**src/rtl/pipeline_hazard_ctrl.sv**
```systemverilog
// Stall/flush sequencer for a five-stage pipeline. It combines the memory handshakes, EX-stage
// redirects and load-use hazards into per-stage enable/flush strobes, and keeps perf counters.
module pipeline_hazard_ctrl #(
  parameter int CNT_W   = 32,
  parameter int TIMEOUT = 255
) (
  input  logic             clk,
  input  logic             rst_n,
  input  logic             imem_resp,
  input  logic             dmem_req,
  input  logic             dmem_resp,
  input  logic             br_taken,
  input  logic             idex_mem_read,
  input  logic [4:0]       idex_rd,
  input  logic [4:0]       ifid_rs1,
  input  logic [4:0]       ifid_rs2,
  output logic             imem_read,
  output logic             pc_en,
  output logic             ifid_en,
  output logic             ifid_flush,
  output logic             idex_en,
  output logic             idex_flush,
  output logic             exmem_en,
  output logic             exmem_flush,
  output logic             memwb_en,
  output logic             memwb_flush,
  output logic [CNT_W-1:0] stall_cnt,
  output logic [CNT_W-1:0] flush_cnt,
  output logic             err_timeout
);

  // state   | meaning
  // S_INIT  | first cycle after reset: bubble every stage, PC held, no fetch
  // S_RUN   | last cycle advanced (or first operating cycle)
  // S_STALL | waiting on a memory response; pipeline fully held
  typedef enum logic [1:0] {
    S_INIT  = 2'd0,
    S_RUN   = 2'd1,
    S_STALL = 2'd2
  } state_t;

  localparam int TW = (TIMEOUT > 0) ? $clog2(TIMEOUT + 1) : 1;
  localparam logic [TW-1:0] TIMER_MAX = (TIMEOUT > 0) ? TW'(TIMEOUT) : '0;
  localparam logic [CNT_W-1:0] CNT_ONE = CNT_W'(1);

  state_t           state_q, state_d;
  logic             done_i_q, done_i_d;
  logic             done_d_q, done_d_d;
  logic [TW-1:0]    timer_q, timer_d;
  logic             err_q, err_d;
  logic [CNT_W-1:0] stall_cnt_q, stall_cnt_d;
  logic [CNT_W-1:0] flush_cnt_q, flush_cnt_d;

  logic running;
  logic ok_i;
  logic ok_d;
  logic advance;
  logic load_use;

  assign running  = (state_q == S_RUN) || (state_q == S_STALL);
  assign ok_i     = done_i_q | imem_resp;
  assign ok_d     = !dmem_req | done_d_q | dmem_resp;
  assign advance  = ok_i & ok_d;
  assign load_use = idex_mem_read && (idex_rd != 5'd0) &&
                    ((idex_rd == ifid_rs1) || (idex_rd == ifid_rs2));

  always_ff @(posedge clk or negedge rst_n) begin
    if (!rst_n) begin
      state_q     <= S_INIT;
      done_i_q    <= 1'b0;
      done_d_q    <= 1'b0;
      timer_q     <= '0;
      err_q       <= 1'b0;
      stall_cnt_q <= '0;
      flush_cnt_q <= '0;
    end else begin
      state_q     <= state_d;
      done_i_q    <= done_i_d;
      done_d_q    <= done_d_d;
      timer_q     <= timer_d;
      err_q       <= err_d;
      stall_cnt_q <= stall_cnt_d;
      flush_cnt_q <= flush_cnt_d;
    end
  end

  // Next-state, handshake memory and bookkeeping.
  always_comb begin
    state_d     = state_q;
    done_i_d    = done_i_q;
    done_d_d    = done_d_q;
    timer_d     = timer_q;
    err_d       = err_q;
    stall_cnt_d = stall_cnt_q;
    flush_cnt_d = flush_cnt_q;

    unique case (state_q)
      S_INIT: begin
        state_d  = S_RUN;
        done_i_d = 1'b0;
        done_d_d = 1'b0;
      end
      S_RUN, S_STALL: begin
        if (advance) begin
          state_d  = S_RUN;
          done_i_d = 1'b0;
          done_d_d = 1'b0;
          timer_d  = '0;
          if (br_taken && (flush_cnt_q != '1)) begin
            flush_cnt_d = flush_cnt_q + CNT_ONE;
          end
        end else begin
          state_d  = S_STALL;
          done_i_d = done_i_q | imem_resp;
          done_d_d = done_d_q | (dmem_resp & dmem_req);
          if (stall_cnt_q != '1) begin
            stall_cnt_d = stall_cnt_q + CNT_ONE;
          end
          if (TIMEOUT != 0) begin
            // Saturate at the threshold so a very long stall cannot wrap the timer.
            if (timer_q != TIMER_MAX) begin
              timer_d = timer_q + TW'(1);
            end
            if (timer_d == TIMER_MAX) begin
              err_d = 1'b1;
            end
          end
        end
      end
      default: begin
        state_d = S_INIT;
      end
    endcase
  end

  // Stage strobes; forced low while reset is held so the datapath sees a quiet interface.
  always_comb begin
    imem_read   = 1'b0;
    pc_en       = 1'b0;
    ifid_en     = 1'b0;
    ifid_flush  = 1'b0;
    idex_en     = 1'b0;
    idex_flush  = 1'b0;
    exmem_en    = 1'b0;
    exmem_flush = 1'b0;
    memwb_en    = 1'b0;
    memwb_flush = 1'b0;

    if (rst_n) begin
      if (state_q == S_INIT) begin
        ifid_en     = 1'b1;
        ifid_flush  = 1'b1;
        idex_en     = 1'b1;
        idex_flush  = 1'b1;
        exmem_en    = 1'b1;
        exmem_flush = 1'b1;
        memwb_en    = 1'b1;
        memwb_flush = 1'b1;
      end else if (running) begin
        imem_read = 1'b1;
        if (advance) begin
          exmem_en = 1'b1;
          memwb_en = 1'b1;
          idex_en  = 1'b1;
          if (br_taken) begin
            // A redirect squashes both younger stages, which also covers any load-use pair.
            pc_en      = 1'b1;
            ifid_en    = 1'b1;
            ifid_flush = 1'b1;
            idex_flush = 1'b1;
          end else if (load_use) begin
            idex_flush = 1'b1;
          end else begin
            pc_en   = 1'b1;
            ifid_en = 1'b1;
          end
        end
      end
    end
  end

  assign stall_cnt   = stall_cnt_q;
  assign flush_cnt   = flush_cnt_q;
  assign err_timeout = err_q;

endmodule
```
**config.mk**
```make
export PLATFORM = sky130hd
export DESIGN_NAME = pipeline_hazard_ctrl
export DESIGN_NICKNAME = d
export VERILOG_FILES = /design/src/rtl/pipeline_hazard_ctrl.sv
export SDC_FILE = /design/constraint.sdc
export NUM_CORES = 1
export LEC_CHECK = 0
export CAP_MARGIN = 20
export CELL_PAD_IN_SITES_DETAIL_PLACEMENT = 0
export CELL_PAD_IN_SITES_GLOBAL_PLACEMENT = 1
export CORE_MARGIN = 4
export CORE_UTILIZATION = 30
export CTS_BUF_LIST = sky130_fd_sc_hd__clkbuf_8 sky130_fd_sc_hd__clkbuf_16
export CTS_CLUSTER_DIAMETER = 80
export CTS_CLUSTER_SIZE = 8
export DETAILED_ROUTE_END_ITERATION = 7
export HOLD_SLACK_MARGIN = 0.05
export PLACE_DENSITY_LB_ADDON = 0.1
export SKIP_CTS_REPAIR_TIMING = 1
export SKIP_LAST_GASP = 1
export SYNTH_ARGS = -nofsm -noshare
export SYNTH_HDL_FRONTEND = slang
export SYNTH_SLANG_ARGS = --single-unit
```
**constraint.sdc**
```tcl
create_clock -name clk -period 2.23 [get_ports clk]
set_input_delay 0.446 -clock clk [delete_from_list [all_inputs] [get_ports clk]]
set_output_delay 0.446 -clock clk [all_outputs]
set_load 0.1 [all_outputs]
```
== Yosys cells after proc, flatten, opt, wreduce, memory -nomap -nowiden ==
Index checks and enable logic that the tools add are counted.

* Register bits: 77
* Output and inout bits: 75
* Word-level logic and storage cells: 76
* Bits of input ports: 22

* Equality and inequality tests: 8
* Reductions and logical operators: 13
* Mux-type cells: 38
* Add/sub/neg operators: 3
* Bitwise operators: 7

{| class="wikitable"
|+ Operators with widths
! cell !! number
|-
| adder 32 x 1 -> 32 bit (second input constant) || 2
|-
| inequality test 32 bit (second input constant) || 2
|-
| two-way mux 8 bit || 4
|-
| two-way mux 1 bit || 30
|-
| == test 5 bit || 2
|-
| AND reduction 3 bit || 3
|-
| adder 8 x 1 -> 8 bit (second input constant) || 1
|-
| == test 8 bit (second input constant) || 1
|-
| inequality test 8 bit (second input constant) || 1
|-
| nonzero test 5 bit || 1
|-
| bitwise OR 1 bit || 4
|-
| one-hot mux 1 bit (2 select lines) || 2
|-
| one-hot mux 2 bit (2 select lines) || 1
|-
| logical AND 1 bit || 3
|-
| AND 1 bit || 2
|-
| == test 2 x 1 -> 1 bit (second input constant) || 1
|-
| == test 2 bit (second input constant) || 1
|-
| zero test 2 bit || 1
|-
| logical OR 1 bit || 2
|-
| two-way mux 2 bit || 1
|-
| nonzero test 2 bit || 1
|-
| OR reduction 2 bit || 1
|-
| zero test 1 bit || 1
|-
| NOT 1 bit || 1
|}

== Logic depth before layout (Yosys ltp) ==
* Depth in word-level cells: 9
* Depth in mapped cells: 8
* Depth with buffers taken out: 7

== Worst setup path after synthesis ==
No wires, ideal clock.

* Path kind: register to output
* Start point: reg state_q[0]
* End point: out idex_flush
* Data required time: 1.784 ns
* Buffers on the path: 1
* Cell stages (with the launch flop): 9
* Slack: -3.303 ns
* Arrival time: 5.087 ns
* Cell sequence: dfrtp_1 > inv_1 > ha_1 > clkbuf_1 > inv_1 > nor3_1 > nor2_1 > nor2b_1 > a21boi_0

* Cells in the longest elaborated chain, start to end: 5
* Elaborated cells on any way between the ends: 7
* Classes of those cells: eq/ne: 2; mux: 3; reduce/logical: 2

{| class="wikitable"
|+ RTL lines
! item !! RTL line !! text
|-
| from (decl) || 46 || <nowiki>state_t state_q, state_d;</nowiki>
|-
| from (signal assigned) || 77 || <nowiki>state_q <= state_d;</nowiki>
|-
| == test 2 x 1 -> 1 bit / == test 2 bit (equally long branches) || 60 || <nowiki>assign running = (state_q == S_RUN) || (state_q == S_STALL);</nowiki>
|-
| logical OR 1 bit * || 60 ||
|-
| via running || 54 || <nowiki>logic running;</nowiki>
|-
| two-way mux 1 bit * || 159 || <nowiki>end else if (running) begin</nowiki>
|-
| two-way mux 1 bit * || 150 || <nowiki>if (state_q == S_INIT) begin</nowiki>
|-
| two-way mux 1 bit * || 149 || <nowiki>if (rst_n) begin</nowiki>
|-
| to (decl) || 22 || <nowiki>output logic idex_flush,</nowiki>
|}

The timed path passes the listed nets; every way through them passes the cells marked *.

== Worst setup path in the final report ==
Ends and elaborated chain as after synthesis.

==> Implementation_results.wiki <==
{| class="wikitable"
! Metric !! Value
|-
| Run status || complete, but fails checks
|-
| Violations in the final reports || setup timing
|-
| Root buf cell || sky130_fd_sc_hd__clkbuf_16
|-
| Max Clock Freq || roughly 0.43 GHz
|-
| Leak Pwr || 2.65 nW
|-
| Layout overhead on the synthesized area || 47.1%
|-
| Mean instance size in the synthesized netlist || between 10 and 15 um2
|-
| Dominant cells by area after synthesis || sky130_fd_sc_hd__dfrtp_1 47%, sky130_fd_sc_hd__xnor2_1 13%, sky130_fd_sc_hd__nand3_1 4.7%
|-
| Die Area || 15,500 um2
|-
| Number of CTS-inserted buffers || 9
|-
| Sort of element at the end of the critical path || primary output
|-
| Hold violation total from the final report || 0
|-
| Mapped Cells || 404
|-
| Share of cells above drive strength 1 || between 30% and 40%
|-
| DRC violations left || 0
|-
| Die extent in y || about 120 um
|-
| Width of the die || 124 um
|-
| Total wirelength of the detailed-routed design || about 11,000 um
|-
| Cell count after placement || about 690
|-
| TritonCTS clock tree || built
|-
| Slowest Stage Delay on Critical Path || 0.36 ns
|-
| Maximum clock skew at final layout || about 0.0048 ns
|-
| Violation count after the first detailed-routing iteration || ~120
|-
| Commonest cells after routing, fill and taps aside || 101 x sky130_fd_sc_hd__buf_4, 60 x sky130_fd_sc_hd__xnor2_1, 39 x sky130_fd_sc_hd__dfrtp_2, 38 x sky130_fd_sc_hd__nand3_1, 31 x sky130_fd_sc_hd__nand2_1
|-
| Crit path time final || approximately 2.3 ns
|-
| Core area || approximately 13,000 um2
|-
| Cell taking the most area after synthesis || sky130_fd_sc_hd__dfrtp_1
|-
| Antenna fix cells || 0
|-
| Count of input and output buffers || between 90 and 100
|-
| Final-report max-slew violation count || 0
|-
| Setup violators final || 2
|-
| Critical Path Source || state_q[0]
|-
| Post-detailed-route via-to-cell ratio || ~4.9
|-
| Worst path bufs/invs || 3
|-
| Clock transition at path regs || about 0.050 ns
|-
| Fraction of the cycle the final worst path needs || 103%
|-
| Worst-case setup margin in the final layout || -0.0699 ns
|-
| GRT overflow || 0
|-
| Critical path startpoint category || register
|-
| Master of the slowest instance on the critical path || sky130_fd_sc_hd__dfrtp_1
|-
| Routed Antenna Nets || 0
|-
| Setup repair after global routing missed its margin || true
|-
| Post-synth design cell area || between 4000 and 5000 um2
|-
| Critical Path Fanout Max || 4
|-
| Most common library cell in the layout ignoring fill and taps || sky130_fd_sc_hd__buf_4
|-
| Critical Path RT || between 1.5 and 2 ns
|-
| Worst min-delay path category || in2async
|-
| Netlist cell types || 50
|-
| Non-filler cells, final || 718
|-
| Floorplan row count || 42
|-
| Number of nets at the end of the flow || about 560
|-
| Top cell family by delay on the critical path || simple AND/OR/NAND/NOR gates
|-
| Warnings, synthesis || 0
|-
| I/O pin total || 97
|-
| Post-synth EDFFs || 0
|-
| Max cap viols || 0
|-
| Number of nets produced by synthesis || between 400 and 500
|-
| Insertion delay of the later-clocked pin in the worst-skew pair || 0.34 ns
|-
| Worst IR drop on VDD || about 840 uV
|-
| Initial core utilization || between 30% and 40%
|-
| Drt pass-1 iters || 4
|-
| Power density over cell area || about 1000 nW/um2
|-
| Via count of the first global-routing pass || 3,454
|-
| Core Util, Final || between 40% and 50%
|-
| Share of Yosys cell area claimed by the top area cell type || around 47%
|-
| Startpoint-to-endpoint class of the critical path || reg2out
|-
| Depth of the CTS H-tree || 3
|-
| Seq cells post-synth || between 70 and 80
|-
| Initial antenna violation count || 0
|-
| Worst setup slack before clock tree synthesis || -0.423 ns
|-
| Worst hold slack across all endpoints || ~0.23 ns
|-
| First-pass GRT wire length || around 18,000 um
|-
| Remaining max-slew budget at the tightest pin || about 66%
|-
| Clock sink total || between 70 and 80
|-
| Launching point of the worst reg2reg path || flush_cnt[19]
|-
| Synth async-reset ratio || 100%
|-
| Arrival time at the worst endpoint || approximately 1.9 ns
|-
| Average wire per cell in the routed design || between 15 and 20 um
|-
| Top FF cell, synth || sky130_fd_sc_hd__dfrtp_1
|-
| Worst path cell trace || inv_2 -> ha_4 -> inv_4 -> nor3_4 -> nor2_4 -> nor2b_4 -> a21boi_4 -> buf_12
|-
| DP HPWL || approximately 8100 um
|-
| Weighted congestion reported at the end of routability-driven placement || slightly below 0.8
|-
| Tightest Pin Transition || around 0.51 ns
|-
| Pin count of the biggest net entering global routing || 40
|-
| Aggregate global-route resource usage || between 10% and 20%
|-
| Total number of vias || about 3,500
|-
| Bufs on Longest Clock Path || 2
|-
| Portion of the post-synthesis area used by sequential elements || between 40 and 50%
|}
==> sequential cells by signal, indices dropped and copies added, names as in the netlist <==
register and cells:
done_d_q 1, stall_cnt 32, err_timeout 1, state_q 2
timer_q 8, done_i_q 1, flush_cnt 32
==> layer usage <==
layer / track usage (%) / share of wire (%) / vias up
met2: 22.9 / 49 / 60
li1: - / - / 1731
met1: 18.0 / 46 / 1701
met5: 0 / 0 / -
met3: 4.50 / 3.8 / 7
met4: 3.87 / 0.76 / 0
==> power breakdown <==
group / switching, W / internal (W)
Combinational: 0.00195 / 0.00105
Clock: 0.000546 / 0.000796
Sequential: 0.000180 / 0.00157
Total: 0.00268 / 0.00342
==> layout make-up <==
| cell class | instances | area (um2) |
|---|---|---|
| clock buffers | 11 | 253 |
| inverters | 11 | 43.8 |
| multi-input cells | 303 | 2130 |
| repair buffers | 135 | 1260 |
| fillers | 1306 | 7260 |
| well taps | 176 | 220 |
| flip-flops and latches | 77 | 2060 |
| clock inverters | 5 | 20.0 |
==> kinds of logic (layout without fill, tap and decap cells) <==
kind of cell | Yosys count | in the layout | share of synthesized area [%]
simple gates | 183 | 183 | 25.7
flops | 77 | 77 | 47.3
xor+xnor | 68 | 68 | 14.6
compound gates | 43 | 43 | 7.13
buf+inv | 24 | 162 | 2.58
fa+ha+maj | 5 | 5 | 1.54
mux | 4 | 4 | 1.08
==> path summary, 6_finish.rpt <==
check | end | slack [ns] | cells after the start
max in group asynchronous | flush_cnt[3] | 1.35 | 2
hold reg to reg | err_timeout | 0.47 | 2
hold / removal | flush_cnt[2] | 0.23 | 2
setup reg to reg | flush_cnt[8] | 0.21 | 5
min in group clk | done_d_q | 0.45 | 3
setup / recovery | idex_flush | -0.07 | 8
==> worst register-to-register path, delay by kind of cell (launching register included) <==
kind             cells  cell delay, ns
XOR/XNOR             1            0.12
flip-flops           1            0.44
AND/OR/NAND/NOR      4            1.37
==> cells in the mapped netlist, types with 2 or more instances <==
| cell | count |
|---|---|
| sky130_fd_sc_hd__a21oi_1 | 12 |
| sky130_fd_sc_hd__a31oi_1 | 4 |
| sky130_fd_sc_hd__a41oi_1 | 2 |
| sky130_fd_sc_hd__and2_1 | 6 |
| sky130_fd_sc_hd__and3_1 | 20 |
| sky130_fd_sc_hd__and4_1 | 9 |
| sky130_fd_sc_hd__buf_2 | 3 |
| sky130_fd_sc_hd__buf_4 | 3 |
| sky130_fd_sc_hd__clkbuf_1 | 7 |
| sky130_fd_sc_hd__dfrtp_1 | 77 |
| sky130_fd_sc_hd__ha_1 | 5 |
| sky130_fd_sc_hd__inv_1 | 11 |
| sky130_fd_sc_hd__mux2_2 | 2 |
| sky130_fd_sc_hd__nand2_1 | 31 |
| sky130_fd_sc_hd__nand3_1 | 38 |
| sky130_fd_sc_hd__nand4_1 | 30 |
| sky130_fd_sc_hd__nand4b_1 | 3 |
| sky130_fd_sc_hd__nor2_1 | 20 |
| sky130_fd_sc_hd__nor2b_1 | 2 |
| sky130_fd_sc_hd__nor3_1 | 9 |
| sky130_fd_sc_hd__nor4_2 | 2 |
| sky130_fd_sc_hd__o21a_1 | 4 |
| sky130_fd_sc_hd__o21ai_0 | 7 |
| sky130_fd_sc_hd__o31a_1 | 2 |
| sky130_fd_sc_hd__o31ai_1 | 2 |
| sky130_fd_sc_hd__or4_4 | 3 |
| sky130_fd_sc_hd__xnor2_1 | 60 |
| sky130_fd_sc_hd__xor2_1 | 8 |
==> through the flow <==
step	area [um2]	total power (W)	TNS, ns
final	5990	0.00610	-0.0994
after global placement	5550	0.00463	-4.39
after detailed placement	5550	0.00465	-4.71
after global routing	5990	0.00643	-0.753
after floorplan	4250	0.00370	-1.90
after CTS	5830	0.00605	-1.79
Note: power is estimated with default switching activity, not from simulation.
